**src/rtl/uart_pkg.sv**
```systemverilog
// Shared definitions for the UART-side blocks (transmit arbiter, string
// sender, DHT11 reader): arbiter state encoding, requester identifiers,
// default stall limit and the arbitration helper.
package uart_pkg;

    // 10 ms at 100 MHz: how long a half-sent message may stall before it is dropped.
    localparam int DEFAULT_TIMEOUT_CYCLES = 1000000;

    // Cycles WAIT_HI waits for tx_busy to rise before moving on regardless.
    localparam int WAIT_HI_CYCLES = 2;

    typedef enum logic [2:0] {
        ST_IDLE    = 3'd0,
        ST_FETCH   = 3'd1,
        ST_START   = 3'd2,
        ST_WAIT_HI = 3'd3,
        ST_WAIT_LO = 3'd4
    } arb_state_t;

    // s0 carries command acknowledgements, s1 carries telemetry.
    typedef enum logic {
        SRC_S0 = 1'b0,
        SRC_S1 = 1'b1
    } src_t;

    // One-hot grant pattern for a requester.
    function automatic logic [1:0] src_onehot(input src_t src);
        logic [1:0] oh;
        if (src == SRC_S1) begin
            oh = 2'b10;
        end else begin
            oh = 2'b01;
        end
        return oh;
    endfunction

    // Picks the next owner: a lone requester wins outright, under contention
    // the requester that was not served last wins.
    function automatic src_t pick_src(input logic v0, input logic v1, input src_t last_served);
        src_t win;
        if (v0 && v1) begin
            if (last_served == SRC_S1) begin
                win = SRC_S0;
            end else begin
                win = SRC_S1;
            end
        end else if (v1) begin
            win = SRC_S1;
        end else begin
            win = SRC_S0;
        end
        return win;
    endfunction

endpackage

```
**src/rtl/stall_timer.sv**
```systemverilog
// Saturating stall counter. Counts enabled cycles since the last clear and
// flags expiry once LIMIT cycles have been counted; it never wraps.
module stall_timer
    import uart_pkg::*;
#(
    parameter int LIMIT = DEFAULT_TIMEOUT_CYCLES
) (
    input  logic clk,
    input  logic rst,
    input  logic clear,
    input  logic enable,
    output logic expired
);

    localparam int CW = $clog2(LIMIT + 1);
    localparam logic [CW-1:0] LIMIT_C = CW'(LIMIT);

    logic [CW-1:0] count;

    // Clear wins over enable; counting stops at the limit instead of wrapping.
    always_ff @(posedge clk) begin
        if (rst || clear) begin
            count <= '0;
        end else if (enable && (count != LIMIT_C)) begin
            count <= count + 1'b1;
        end
    end

    assign expired = (count == LIMIT_C);

endmodule

```
**src/rtl/uart_tx_arbiter.sv**
```systemverilog
// Two-requester arbiter in front of the UART byte transmitter. A granted
// requester keeps the transmitter for a whole message; bytes are fetched one
// at a time, started with a single-cycle tx_start, and the arbiter waits for
// the transmitter's busy pulse to finish before fetching the next byte.
// A message that stalls mid-way for TIMEOUT_CYCLES is abandoned with abort.
module uart_tx_arbiter
    import uart_pkg::*;
#(
    parameter int TIMEOUT_CYCLES = DEFAULT_TIMEOUT_CYCLES
) (
    input  logic       clk_100Mhz,
    input  logic       rst,
    input  logic       s0_valid,
    input  logic [7:0] s0_data,
    input  logic       s0_last,
    output logic       s0_ready,
    input  logic       s1_valid,
    input  logic [7:0] s1_data,
    input  logic       s1_last,
    output logic       s1_ready,
    output logic       tx_start,
    output logic [7:0] tx_data,
    input  logic       tx_busy,
    output logic [1:0] grant,
    output logic       abort,
    output arb_state_t state_dbg
);

    // Handshake: a requester holds valid (with data/last stable) until it
    // samples ready high on a rising edge; the byte transfers on exactly the
    // edge where valid and ready are both high. ready is only ever offered to
    // the current owner, in FETCH, while the transmitter is idle, and never
    // depends on the requester's own valid.

    localparam logic [1:0] WAIT_HI_LAST = 2'(WAIT_HI_CYCLES - 1);

    arb_state_t state_q, state_d;
    src_t       owner_q, owner_d;
    logic       active_q, active_d;
    src_t       last_served_q, last_served_d;
    logic [7:0] data_q, data_d;
    logic       last_q, last_d;
    logic       first_done_q, first_done_d;
    logic [1:0] wait_cnt_q, wait_cnt_d;

    logic       sel_valid;
    logic [7:0] sel_data;
    logic       sel_last;
    logic       ready_int;
    logic       timer_clear;
    logic       timer_en;
    logic       timer_expired;

    // Route the owner's request signals to a single set used by the FSM.
    always_comb begin
        sel_valid = s0_valid;
        sel_data  = s0_data;
        sel_last  = s0_last;
        if (owner_q == SRC_S1) begin
            sel_valid = s1_valid;
            sel_data  = s1_data;
            sel_last  = s1_last;
        end
    end

    // State and message context registers; reset drops any latched byte.
    always_ff @(posedge clk_100Mhz) begin
        if (rst) begin
            state_q       <= ST_IDLE;
            owner_q       <= SRC_S0;
            active_q      <= 1'b0;
            last_served_q <= SRC_S1;
            data_q        <= 8'h00;
            last_q        <= 1'b0;
            first_done_q  <= 1'b0;
            wait_cnt_q    <= 2'd0;
        end else begin
            state_q       <= state_d;
            owner_q       <= owner_d;
            active_q      <= active_d;
            last_served_q <= last_served_d;
            data_q        <= data_d;
            last_q        <= last_d;
            first_done_q  <= first_done_d;
            wait_cnt_q    <= wait_cnt_d;
        end
    end

    // Next-state logic and per-cycle strobes for the arbiter FSM.
    always_comb begin
        state_d       = state_q;
        owner_d       = owner_q;
        active_d      = active_q;
        last_served_d = last_served_q;
        data_d        = data_q;
        last_d        = last_q;
        first_done_d  = first_done_q;
        wait_cnt_d    = wait_cnt_q;
        ready_int     = 1'b0;
        tx_start      = 1'b0;
        abort         = 1'b0;
        timer_clear   = 1'b0;
        timer_en      = 1'b0;

        unique case (state_q)
            ST_IDLE: begin
                // Keep the timer from carrying a stale count into a new message.
                timer_clear = 1'b1;
                if (s0_valid || s1_valid) begin
                    owner_d      = pick_src(s0_valid, s1_valid, last_served_q);
                    active_d     = 1'b1;
                    first_done_d = 1'b0;
                    state_d      = ST_FETCH;
                end
            end

            ST_FETCH: begin
                ready_int = !tx_busy;
                if (sel_valid && !tx_busy) begin
                    data_d       = sel_data;
                    last_d       = sel_last;
                    first_done_d = 1'b1;
                    timer_clear  = 1'b1;
                    state_d      = ST_START;
                end else if (!first_done_q) begin
                    // Requester withdrew before sending anything: nothing to abandon.
                    if (!sel_valid) begin
                        active_d = 1'b0;
                        state_d  = ST_IDLE;
                    end
                end else if (timer_expired) begin
                    abort         = 1'b1;
                    active_d      = 1'b0;
                    last_served_d = owner_q;
                    state_d       = ST_IDLE;
                end else begin
                    timer_en = 1'b1;
                end
            end

            ST_START: begin
                tx_start   = 1'b1;
                wait_cnt_d = 2'd0;
                state_d    = ST_WAIT_HI;
            end

            ST_WAIT_HI: begin
                // Fall through after a short wait so a missed busy pulse cannot hang us.
                if (tx_busy || (wait_cnt_q == WAIT_HI_LAST)) begin
                    state_d = ST_WAIT_LO;
                end else begin
                    wait_cnt_d = wait_cnt_q + 2'd1;
                end
            end

            ST_WAIT_LO: begin
                if (!tx_busy) begin
                    if (last_q) begin
                        active_d      = 1'b0;
                        last_served_d = owner_q;
                        state_d       = ST_IDLE;
                    end else begin
                        state_d = ST_FETCH;
                    end
                end
            end

            default: begin
                state_d  = ST_IDLE;
                active_d = 1'b0;
            end
        endcase
    end

    stall_timer #(
        .LIMIT (TIMEOUT_CYCLES)
    ) u_stall_timer (
        .clk     (clk_100Mhz),
        .rst     (rst),
        .clear   (timer_clear),
        .enable  (timer_en),
        .expired (timer_expired)
    );

    assign s0_ready  = ready_int && (owner_q == SRC_S0);
    assign s1_ready  = ready_int && (owner_q == SRC_S1);
    assign tx_data   = data_q;
    assign grant     = active_q ? src_onehot(owner_q) : 2'b00;
    assign state_dbg = state_q;

endmodule

```
**config.mk**
```make
export PLATFORM = sky130hd
export DESIGN_NAME = uart_tx_arbiter
export DESIGN_NICKNAME = d
export VERILOG_FILES = /design/src/rtl/uart_pkg.sv /design/src/rtl/stall_timer.sv /design/src/rtl/uart_tx_arbiter.sv
export SDC_FILE = /design/constraint.sdc
export NUM_CORES = 1
export LEC_CHECK = 0
export ABC_AREA = 1
export ABC_CLOCK_PERIOD_IN_PS = 2000
export CELL_PAD_IN_SITES_DETAIL_PLACEMENT = 1
export CELL_PAD_IN_SITES_GLOBAL_PLACEMENT = 2
export CORE_AREA = 2 2 93 95
export DETAILED_ROUTE_END_ITERATION = 7
export DIE_AREA = 0 0 95 97
export PLACE_DENSITY = 0.85
export SLEW_MARGIN = 20
export SYNTH_ARGS = -nofsm -noshare
export SYNTH_HDL_FRONTEND = slang
export SYNTH_SLANG_ARGS = --single-unit
```
**constraint.sdc**
```tcl
create_clock -name clk_100Mhz -period 2 [get_ports clk_100Mhz]
set_input_delay 0.3 -clock clk_100Mhz [delete_from_list [all_inputs] [get_ports clk_100Mhz]]
set_output_delay 0.3 -clock clk_100Mhz [all_outputs]
set_load 0.05 [all_outputs]
```
# Yosys cells after proc, flatten, opt, wreduce, memory -nomap -nowiden
# Cells that the tools add are included.
[op_classes]
n_eq_ne = 20
n_reduce_logical = 21
mux = 48
n_addsub = 2
bitwise_logic = 2
[op_table]
columns = ["cell", "count"]
rows = [
  ["$mux 1", 31],
  ["$mux 3", 7],
  ["$add 20x1->20 const B", 1],
  ["$eq 20x20->1 const B", 1],
  ["$ne 20x20->1 const B", 1],
  ["$ne 2x2->1 const B", 9],
  ["$pmux 3 s5", 1],
  ["$mux 8", 1],
  ["$ne 4x4->1 const B", 2],
  ["$reduce_and 7->1", 1],
  ["$eq 3x2->1 const B", 2],
  ["$mux 2", 3],
  ["$ne 3x3->1 const B", 2],
  ["$pmux 1 s2", 3],
  ["$reduce_and 2->1", 3],
  ["$reduce_and 6->1", 1],
  ["$reduce_bool 2->1", 3],
  ["$logic_and 1x1->1", 5],
  ["$reduce_and 5->1", 1],
  ["$pmux 1 s4", 1],
  ["$pmux 2 s2", 1],
  ["$eq 3x1->1 const B", 1],
  ["$eq 3x3->1 const B", 1],
  ["$logic_not 3->1", 1],
  ["7 further kinds", 10],
]
[word_totals]
ff_bits = 38
output_inout_bits = 17
in_bits = 23

# Depth between registers and ports, before layout
# Gate-level depths: netlist of the first run.
[logic_depth]
ltp_word = 6
ltp_mapped = 11

# Hierarchy
# A second synthesis of the first run with hierarchy kept.
[hier_totals]
hier_cells = 372
area_unflattened_um2 = 2417.3
[by_module_without_submodules]
columns = ["module", "n_inst", "cells_per_inst", "seq_area_each_um2", "area_each_um2"]
rows = [
  ["stall_timer", 1, 213, 400.4, 1383.8],
  ["uart_tx_arbiter", 1, 159, 360.3, 1033.5],
]

# Worst setup path before layout of the first run
# No wires, ideal clock.
[synth_path]
path_type = "flip-flop to output port"
from = "reg state_q[0], in the netlist state_dbg[0]"
to = "out s0_ready"
t_arrival_ns = 1.845
required_ns = 1.700
stages_incl_launch_ff = 7
path_slack_ns = -0.145
path_buffers = 0
path_cell_list = "dfxtp_1 > inv_2 > nor3_4 > inv_1 > nor2_1 > inv_1 > nor2_1"
[synth_between]
elab_chain_len = 3
[synth_rtl]
columns = ["item", "line", "source"]
rows = [
  ["start, declared", "uart_tx_arbiter.sv:37", "arb_state_t state_q, state_d;"],
  ["start signal, assigned", "uart_tx_arbiter.sv:78", "state_q <= state_d;"],
  ["$eq 3x1->1", "uart_tx_arbiter.sv:105", "unique case (state_q)"],
  ["$mux 1", "uart_tx_arbiter.sv:105", ""],
  ["$logic_and 1x1->1", "uart_tx_arbiter.sv:185", "assign s0_ready = ready_int && (owner_q == SRC_S0);"],
  ["end, declared", "uart_tx_arbiter.sv:16", "output logic s0_ready,"],
]
# Every way passes these cells.

# Worst setup path in the final report of the first run
[layout_path]
from = "in s0_valid"
to = "out abort"
[layout_between]
elab_chain_len = 4
[layout_rtl]
columns = ["item", "line", "source"]
rows = [
  ["start, declared", "uart_tx_arbiter.sv:13", "input logic s0_valid,"],
  ["$mux 1", "uart_tx_arbiter.sv:59", "if (owner_q == SRC_S1) begin"],
  ["$logic_and 1x1->1", "uart_tx_arbiter.sv:119", "if (sel_valid && !tx_busy) begin"],
  ["$mux 1", "uart_tx_arbiter.sv:119", ""],
  ["$mux 1", "uart_tx_arbiter.sv:105", ""],
  ["end, declared", "uart_tx_arbiter.sv:25", "output logic abort,"],
]
# Every way passes these cells.

==> run_results.csv, run 1 <==
group,metric,value,unit
setup_path,reg2reg_from,"u_stall_timer.count[1]",
grt,grt_first_pass_wirelength,11000,um
logic_synthesis,post_synth.cell_area_avg,6.68,um2
floorplanning,placement_rows,33,
sta,period_share,95.7,%
logic_synthesis,number_of_warnings_reported_in_the_yosys_synthesis_log,0,
layout,final_util,37.3,%
cts,cts_max_level,2,
logic_synthesis,netlist_instances,338,
sta,setup_slack,85.0,ps
setup_path,crit_path_start,"s0_valid",
detailed_routing,first_pass_iters,4,
place,place_congestion,0.795,
sta,final_max_slew_viol_count,0,
place,place_inst,484,
sta,fin_skew,7.12,ps
cts,clk-insertion-delay-late,300,ps
setup_path,timing.reg2reg.setup_slack,330,ps
setup_path,worst_setup_path_endpoint,"abort",
cts,ctsLongestPathBuffers,2,
layout,n_antenna_cell,0,
detailed_routing,post_drt_wl_per_cell,12.9,um
layout,final_cell_count_no_fill,495,
floorplanning,initial_utilization,27.8,%
place,detailedPlacementHpwl,5070,um
setup_path,worstSetupEndpointType,"output port",
setup_path,crit_fanout,3,
cts,numCtsBuffers,5,
setup_path,critical_path_class,"input port to output port",
grt,grt_max_degree,19,
logic_synthesis,netlist_cell_types,35,
place,post-place-ws,51.6,ps
detailed_routing,ant_nets,0,
layout,leading_cell_type_in_the_layout_fill_and_taps_excluded,"sky130_fd_sc_hd__nand2_1",
detailed_routing,via_per_inst,4.70,
sta,report.final.hold_viol_count,0,
grt,antenna_found_initial,0,
sta,finalSetupViolCount,0,
detailed_routing,vias,2326,
logic_synthesis,mappedNetlistNets,364,
detailed_routing,drtIter0Drc,45,
detailed_routing,drcViolationCount,0,
sta,maxClockFrequency,522,MHz
sta,tightest_slew,518,ps
grt,vias_in_the_first_global_route,2336,
sta,maxSlewHeadroom,65.3,%
layout,layout_common_cells,"94 x sky130_fd_sc_hd__nand2_1, 35 x sky130_fd_sc_hd__dfxtp_1, 33 x sky130_fd_sc_hd__nor2_1",
layout,final_nets,415,
setup_path,r2r_end,"u_stall_timer.count[14]",
layout,area_delta_synth_final,34.5,%
job,maxCapViolations,0,
layout,fillers,1016,
floorplanning,floorplan.die.width,95,um
logic_synthesis,flip_flop_and_latch_count_after_synthesis,38,
hold_path,path_category_of_the_worst_min_delay_check,"flop to flop",
layout,postLayoutCellArea,3040,um2
setup_path,reg2regPathDepth,9,
detailed_routing,drt_wl_total,6410,um
setup_path,critical_path_required,1700,ps
floorplanning,total_die_area,9220,um2
floorplanning,die_h,97,um
power_and_ir_drop,areal_power_density_over_the_cells,665,nW/um2
sta,final_period_minus_worst_setup_slack,1910,ps
floorplanning,core_outline_area,8130,um2
cts,cts.clk_slew.worst_paths,90,ps
cts,cts-root-buf,"sky130_fd_sc_hd__clkbuf_8",
cts,cts.sinks,38,
power_and_ir_drop,irDropWorstVdd,245,uV
layout,share_of_final_layout_standard_cells_stronger_than_drive_strength_1,15.6,%
place,post_dp_cell_area,2860,um2
cts,cts_tree,"done",
outcome,outcome,"finished, final reports clean",
grt,grt_util_all_layers,14.6,%
place,place.port_buffers,39,
floorplanning,num_io_pins,40,
power_and_ir_drop,power_leakage,1.15,nW
setup_path,worstSetupStartpointType,"input port",
logic_synthesis,syn-cell-area,2260,um2
cts,hold_buffers,0,
setup_path,worst_ep_arrival_time,1610,ps
logic_synthesis,synth_sequential_area_ratio,33.7,%
grt,global_route.overflow_total,0,
## report_power, final
part / internal, mW / switching [mW] / total [mW] / leakage (nW)
clock network: 0.501 / 0.315 / 0.816 / 0.0683
registers: 0.781 / 0.0242 / 0.805 / 0.310
logic: 0.163 / 0.235 / 0.398 / 0.774
## synth_stat cells
library cell                n  share of area [%]
sky130_fd_sc_hd__nor4_1     1               0.28
sky130_fd_sc_hd__or2_2      1               0.28
sky130_fd_sc_hd__nand3b_1   2               0.66
sky130_fd_sc_hd__clkinv_1   1               0.17
sky130_fd_sc_hd__nand2_1   95                 16
sky130_fd_sc_hd__nor2_4     2                1.0
sky130_fd_sc_hd__o31ai_1    1               0.33
sky130_fd_sc_hd__inv_6      1               0.39
sky130_fd_sc_hd__nor3_4     1               0.72
sky130_fd_sc_hd__a31oi_1    9                2.5
sky130_fd_sc_hd__nor2_1    35                5.8
sky130_fd_sc_hd__nor2_2     2               0.55
sky130_fd_sc_hd__buf_2      1               0.22
sky130_fd_sc_hd__and2_1     2               0.55
sky130_fd_sc_hd__o22ai_1    1               0.28
sky130_fd_sc_hd__o21ai_0   17                3.8
sky130_fd_sc_hd__nor3_1    12                2.7
sky130_fd_sc_hd__inv_2      4               0.66
sky130_fd_sc_hd__xor2_1    10                3.9
sky130_fd_sc_hd__dfxtp_1   38                 34
sky130_fd_sc_hd__a21oi_2    7                2.7
sky130_fd_sc_hd__clkbuf_1   2               0.33
sky130_fd_sc_hd__inv_1     32                5.3
sky130_fd_sc_hd__nand3_2    1               0.44
sky130_fd_sc_hd__nand4_1    6                1.7
sky130_fd_sc_hd__buf_8      1               0.66
sky130_fd_sc_hd__ha_1       3                1.7
sky130_fd_sc_hd__nand2_2    3               0.83
sky130_fd_sc_hd__nand3_1   19                4.2
sky130_fd_sc_hd__a21oi_1   20                4.4
sky130_fd_sc_hd__buf_6      4                2.0
sky130_fd_sc_hd__o21ai_2    1               0.39
sky130_fd_sc_hd__mux2i_1    1               0.44
sky130_fd_sc_hd__nand2_4    1               0.50
sky130_fd_sc_hd__clkbuf_2   1               0.22
## final cells by class
| class | instances | area (um2) | area share (%) |
|---|---|---|---|
| multi-input cells | 253 | 1280 | 42.2 |
| flip-flops and latches | 38 | 769 | 25.3 |
| repair buffers | 53 | 571 | 18.8 |
| inverters | 38 | 148 | 4.86 |
| well taps | 105 | 131 | 4.33 |
| clock buffers | 5 | 68.8 | 2.27 |
| clock inverters | 3 | 68.8 | 2.27 |
## metal layers
metal	wire, um	up-vias	part of all wire, %	track usage, %
li1	-	1199	-	-
met1	2970	1086	46	18.4
met2	3150	37	49	25.4
met3	275	4	4.3	3.97
met4	19	0	0.30	1.67
met5	0	-	0	0
## how the worst min path moves through the flow
stage          slack [ps]  cells after the start            end           from
6_report              460                      1  wait_cnt_q[0]  wait_cnt_q[0]
2_1_floorplan         370                      1   state_dbg[2]            rst
3_5_place_dp          460                      2  last_served_q  last_served_q
3_3_place_gp          450                      2  wait_cnt_q[1]  wait_cnt_q[1]
4_1_cts               470                      1  wait_cnt_q[0]  wait_cnt_q[0]
5_1_grt               500                      1  wait_cnt_q[0]  wait_cnt_q[0]
## timing repair
action / in CTS / in global routing
pin swaps: 1 / 5
resized for setup: 3 / 9
setup buffers: 0 / 3
setup endpoints to repair: 3 / 4
## critical path: stages
cell and delay [ps]:
sky130_fd_sc_hd__clkdlybuf4s50_1 480, sky130_fd_sc_hd__inv_1 80, sky130_fd_sc_hd__o21ai_2 210, sky130_fd_sc_hd__nand2_2 90
sky130_fd_sc_hd__nand2_2 80, sky130_fd_sc_hd__nor2_4 40, sky130_fd_sc_hd__and2_1 180, sky130_fd_sc_hd__buf_12 150
## sequential cells by signal (all words and copies together) (netlist names)
name                 cells
last_q                   1
wait_cnt_q               2
u_stall_timer.count     20
owner_q                  1
tx_data                  8
last_served_q            1
first_done_q             1
state_dbg                3
active_q                 1
## cell families (layout without fill, tap and decap cells)
logic type | count (synthesis) | count (layout) | synth area share (%)
adder cells (fa/ha/maj) | 3 | 3 | 1.66
AO/OA/AOI/OAI | 56 | 56 | 14.4
flip-flops | 38 | 38 | 33.7
XOR/XNOR | 10 | 10 | 3.88
buffers and inverters | 47 | 99 | 9.97
multiplexers | 1 | 1 | 0.443
AND/OR/NAND/NOR | 183 | 183 | 36.0
## per-stage QoR
stage | hold slack [ps] | power (mW) | setup TNS, ps
after CTS | 472 | 2.04 | 0
after detailed placement | 456 | 1.21 | 0
after global routing | 498 | 2.12 | -38.2
after global placement | 448 | 1.21 | 0
final | 464 | 2.02 | 0
after floorplan | 369 | 1.06 | -291
Note: power is estimated with default switching activity, not from simulation.
==> run 2: changes to the inputs <==
--- a/config.mk
+++ b/config.mk
@@ -12,7 +12,7 @@
 export CORE_AREA = 2 2 93 95
 export DETAILED_ROUTE_END_ITERATION = 7
 export DIE_AREA = 0 0 95 97
-export PLACE_DENSITY = 0.85
+export PLACE_DENSITY_LB_ADDON = 0.1
 export SLEW_MARGIN = 20
 export SYNTH_ARGS = -nofsm -noshare
 export SYNTH_HDL_FRONTEND = slang
==> run_results.csv, run 2 (same netlist as run 1, synthesis figures left out) <==
group,metric,value,unit
setup_path,crit_path_start,"state_dbg[2]",
cts,cts.sinks,38,
layout,final_nets,418,
layout,layout_common_cells,"93 x sky130_fd_sc_hd__nand2_1, 33 x sky130_fd_sc_hd__clkdlybuf4s50_1, 32 x sky130_fd_sc_hd__dfxtp_1",
cts,cts.clk_slew.worst_paths,80,ps
detailed_routing,met2WireLength,3380,um
power_and_ir_drop,irDropWorstVdd,239,uV
floorplanning,total_die_area,9220,um2
detailed_routing,ant_nets,0,
sta,report.final.hold_viol_count,0,
cts,cts-root-buf,"sky130_fd_sc_hd__clkbuf_8",
setup_path,r2r_end,"u_stall_timer.count[4]",
sta,maxSlewHeadroom,63.4,%
setup_path,path_depth,1,
setup_path,worst_setup_path_endpoint,"state_dbg[2]",
layout,max_flop_register,"u_stall_timer.count",
setup_path,crit_fanout,6,
cts,hold_buffers,0,
layout,leading_cell_type_in_the_layout_fill_and_taps_excluded,"sky130_fd_sc_hd__nand2_1",
floorplanning,initial_utilization,27.8,%
sta,final.setup.tns,0,ps
cts,ctsLongestPathBuffers,2,
setup_path,reg2regPathDepth,9,
grt,vias_in_the_first_global_route,2501,
layout,largest_reg_flops,20,
floorplanning,floorplan.die.width,95,um
power_and_ir_drop,total_power,1.87,mW
setup_path,crit_chain,"clkdlybuf4s50_1",
detailed_routing,first_pass_iters,4,
detailed_routing,via_per_inst,4.59,
place,post_dp_cell_area,2880,um2
cts,cts_max_level,2,
cts,numCtsBuffers,5,
setup_path,worstPathBufferInverterCount,1,
power_and_ir_drop,areal_power_density_over_the_cells,612,nW/um2
sta,final_max_slew_viol_count,0,
job,maxCapViolations,0,
power_and_ir_drop,power_leakage,1.16,nW
place,place_congestion,0.798,
floorplanning,die_h,97,um
outcome,outcome,"finished, final reports clean",
sta,unrepaired_setup_endpoints_after_global_routing,"yes",
setup_path,worstSetupEndpointType,"output port",
sta,worst_hold_slack,462,ps
grt,grt_util_all_layers,15.9,%
floorplanning,num_io_pins,40,
detailed_routing,drt_wl_total,6810,um
detailed_routing,vias,2287,
detailed_routing,drcViolationCount,0,
detailed_routing,drtIter0Drc,45,
floorplanning,core_outline_area,8130,um2
layout,share_of_final_layout_standard_cells_stronger_than_drive_strength_1,18.3,%
layout,n_antenna_cell,0,
grt,antenna_found_initial,0,
hold_path,path_category_of_the_worst_min_delay_check,"flop to flop",
setup_path,reg2reg_from,"u_stall_timer.count[0]",
detailed_routing,detailroute.wirelength.met3,242,um
cts,clk-insertion-delay-late,300,ps
detailed_routing,drt-met1-wl,3130,um
sta,maxClockFrequency,520,MHz
detailed_routing,post_drt_wl_per_cell,13.7,um
sta,final_period_minus_worst_setup_slack,1920,ps
floorplanning,placement_rows,33,
hold_path,hold_start,"wait_cnt_q[1]",
place,detailedPlacementHpwl,5320,um
layout,area_delta_synth_final,35.2,%
grt,grt_first_pass_wirelength,11700,um
setup_path,critical_path_s_top_delay_family,"buffers and inverters",
grt,grt_max_degree,19,
detailed_routing,maxUsedRoutingLayer,"met4",
sta,tightest_slew,548,ps
setup_path,timing.reg2reg.setup_slack,280,ps
setup_path,max_stage_delay,860,ps
setup_path,critical_path_required,1700,ps
sta,period_share,96.2,%
layout,postLayoutCellArea,3050,um2
setup_path,critPathSlowestCell,"sky130_fd_sc_hd__clkdlybuf4s50_1",
sta,fin_skew,14.1,ps
cts,cts_tree,"done",
place,place.port_buffers,39,
sta,finalSetupViolCount,0,
setup_path,critical_path_class,"flop to output port",
setup_path,worst_ep_arrival_time,1620,ps
setup_path,worstSetupStartpointType,"flop",
layout,fillers,1017,
grt,global_route.overflow_total,0,
[run 2: area by class of cell]
class                           instances  area, um2  share of cell area [%]
Clock buffer                            5       68.8                    2.25
Clock inverter                          3       40.0                    1.31
Inverter                               38        148                    4.83
Multi-Input combinational cell        253       1310                    42.8
Sequential cell                        38        768                    25.2
Tap cell                              105        131                    4.30
Timing Repair Buffer                   56        591                    19.3
[run 2: power breakdown]
part | internal, mW | switching, mW
registers | 0.782 | 0.0239
clock network | 0.368 | 0.305
logic | 0.157 | 0.233
total | 1.31 | 0.562
[run 2: worst min path at each step]
stage | to | cells after the start | slack (ps)
after floorplan | state_dbg[2] | 1 | 370
after global placement | wait_cnt_q[1] | 2 | 450
after detailed placement | wait_cnt_q[1] | 2 | 450
after CTS | wait_cnt_q[1] | 2 | 470
after global routing | wait_cnt_q[1] | 2 | 490
final | wait_cnt_q[1] | 2 | 460
[run 2: through the flow]
stage,instances,util (%),setup WS (ps)
4_1_cts,495,36.9,4.93
3_3_place_gp,487,35.4,79.8
3_5_place_dp,487,35.4,53.5
5_1_grt,498,37.5,-6.84
2_1_floorplan,338,-,-145
6_report,498,37.5,75.7
[run 2: repair_timing]
item / in CTS / in global routing
setup buffers: 0 / 3
pin swaps: 2 / 0
gates resized for setup: 6 / 12
endpoints found under the setup margin: 3 / 4
cloned: 0 / 0
[run 2: per-layer routing]
metal	track usage [%]	up-vias
met5	0	-
met4	3.01	0
met3	3.74	4
met2	27.9	29
met1	19.6	1049
li1	-	1205
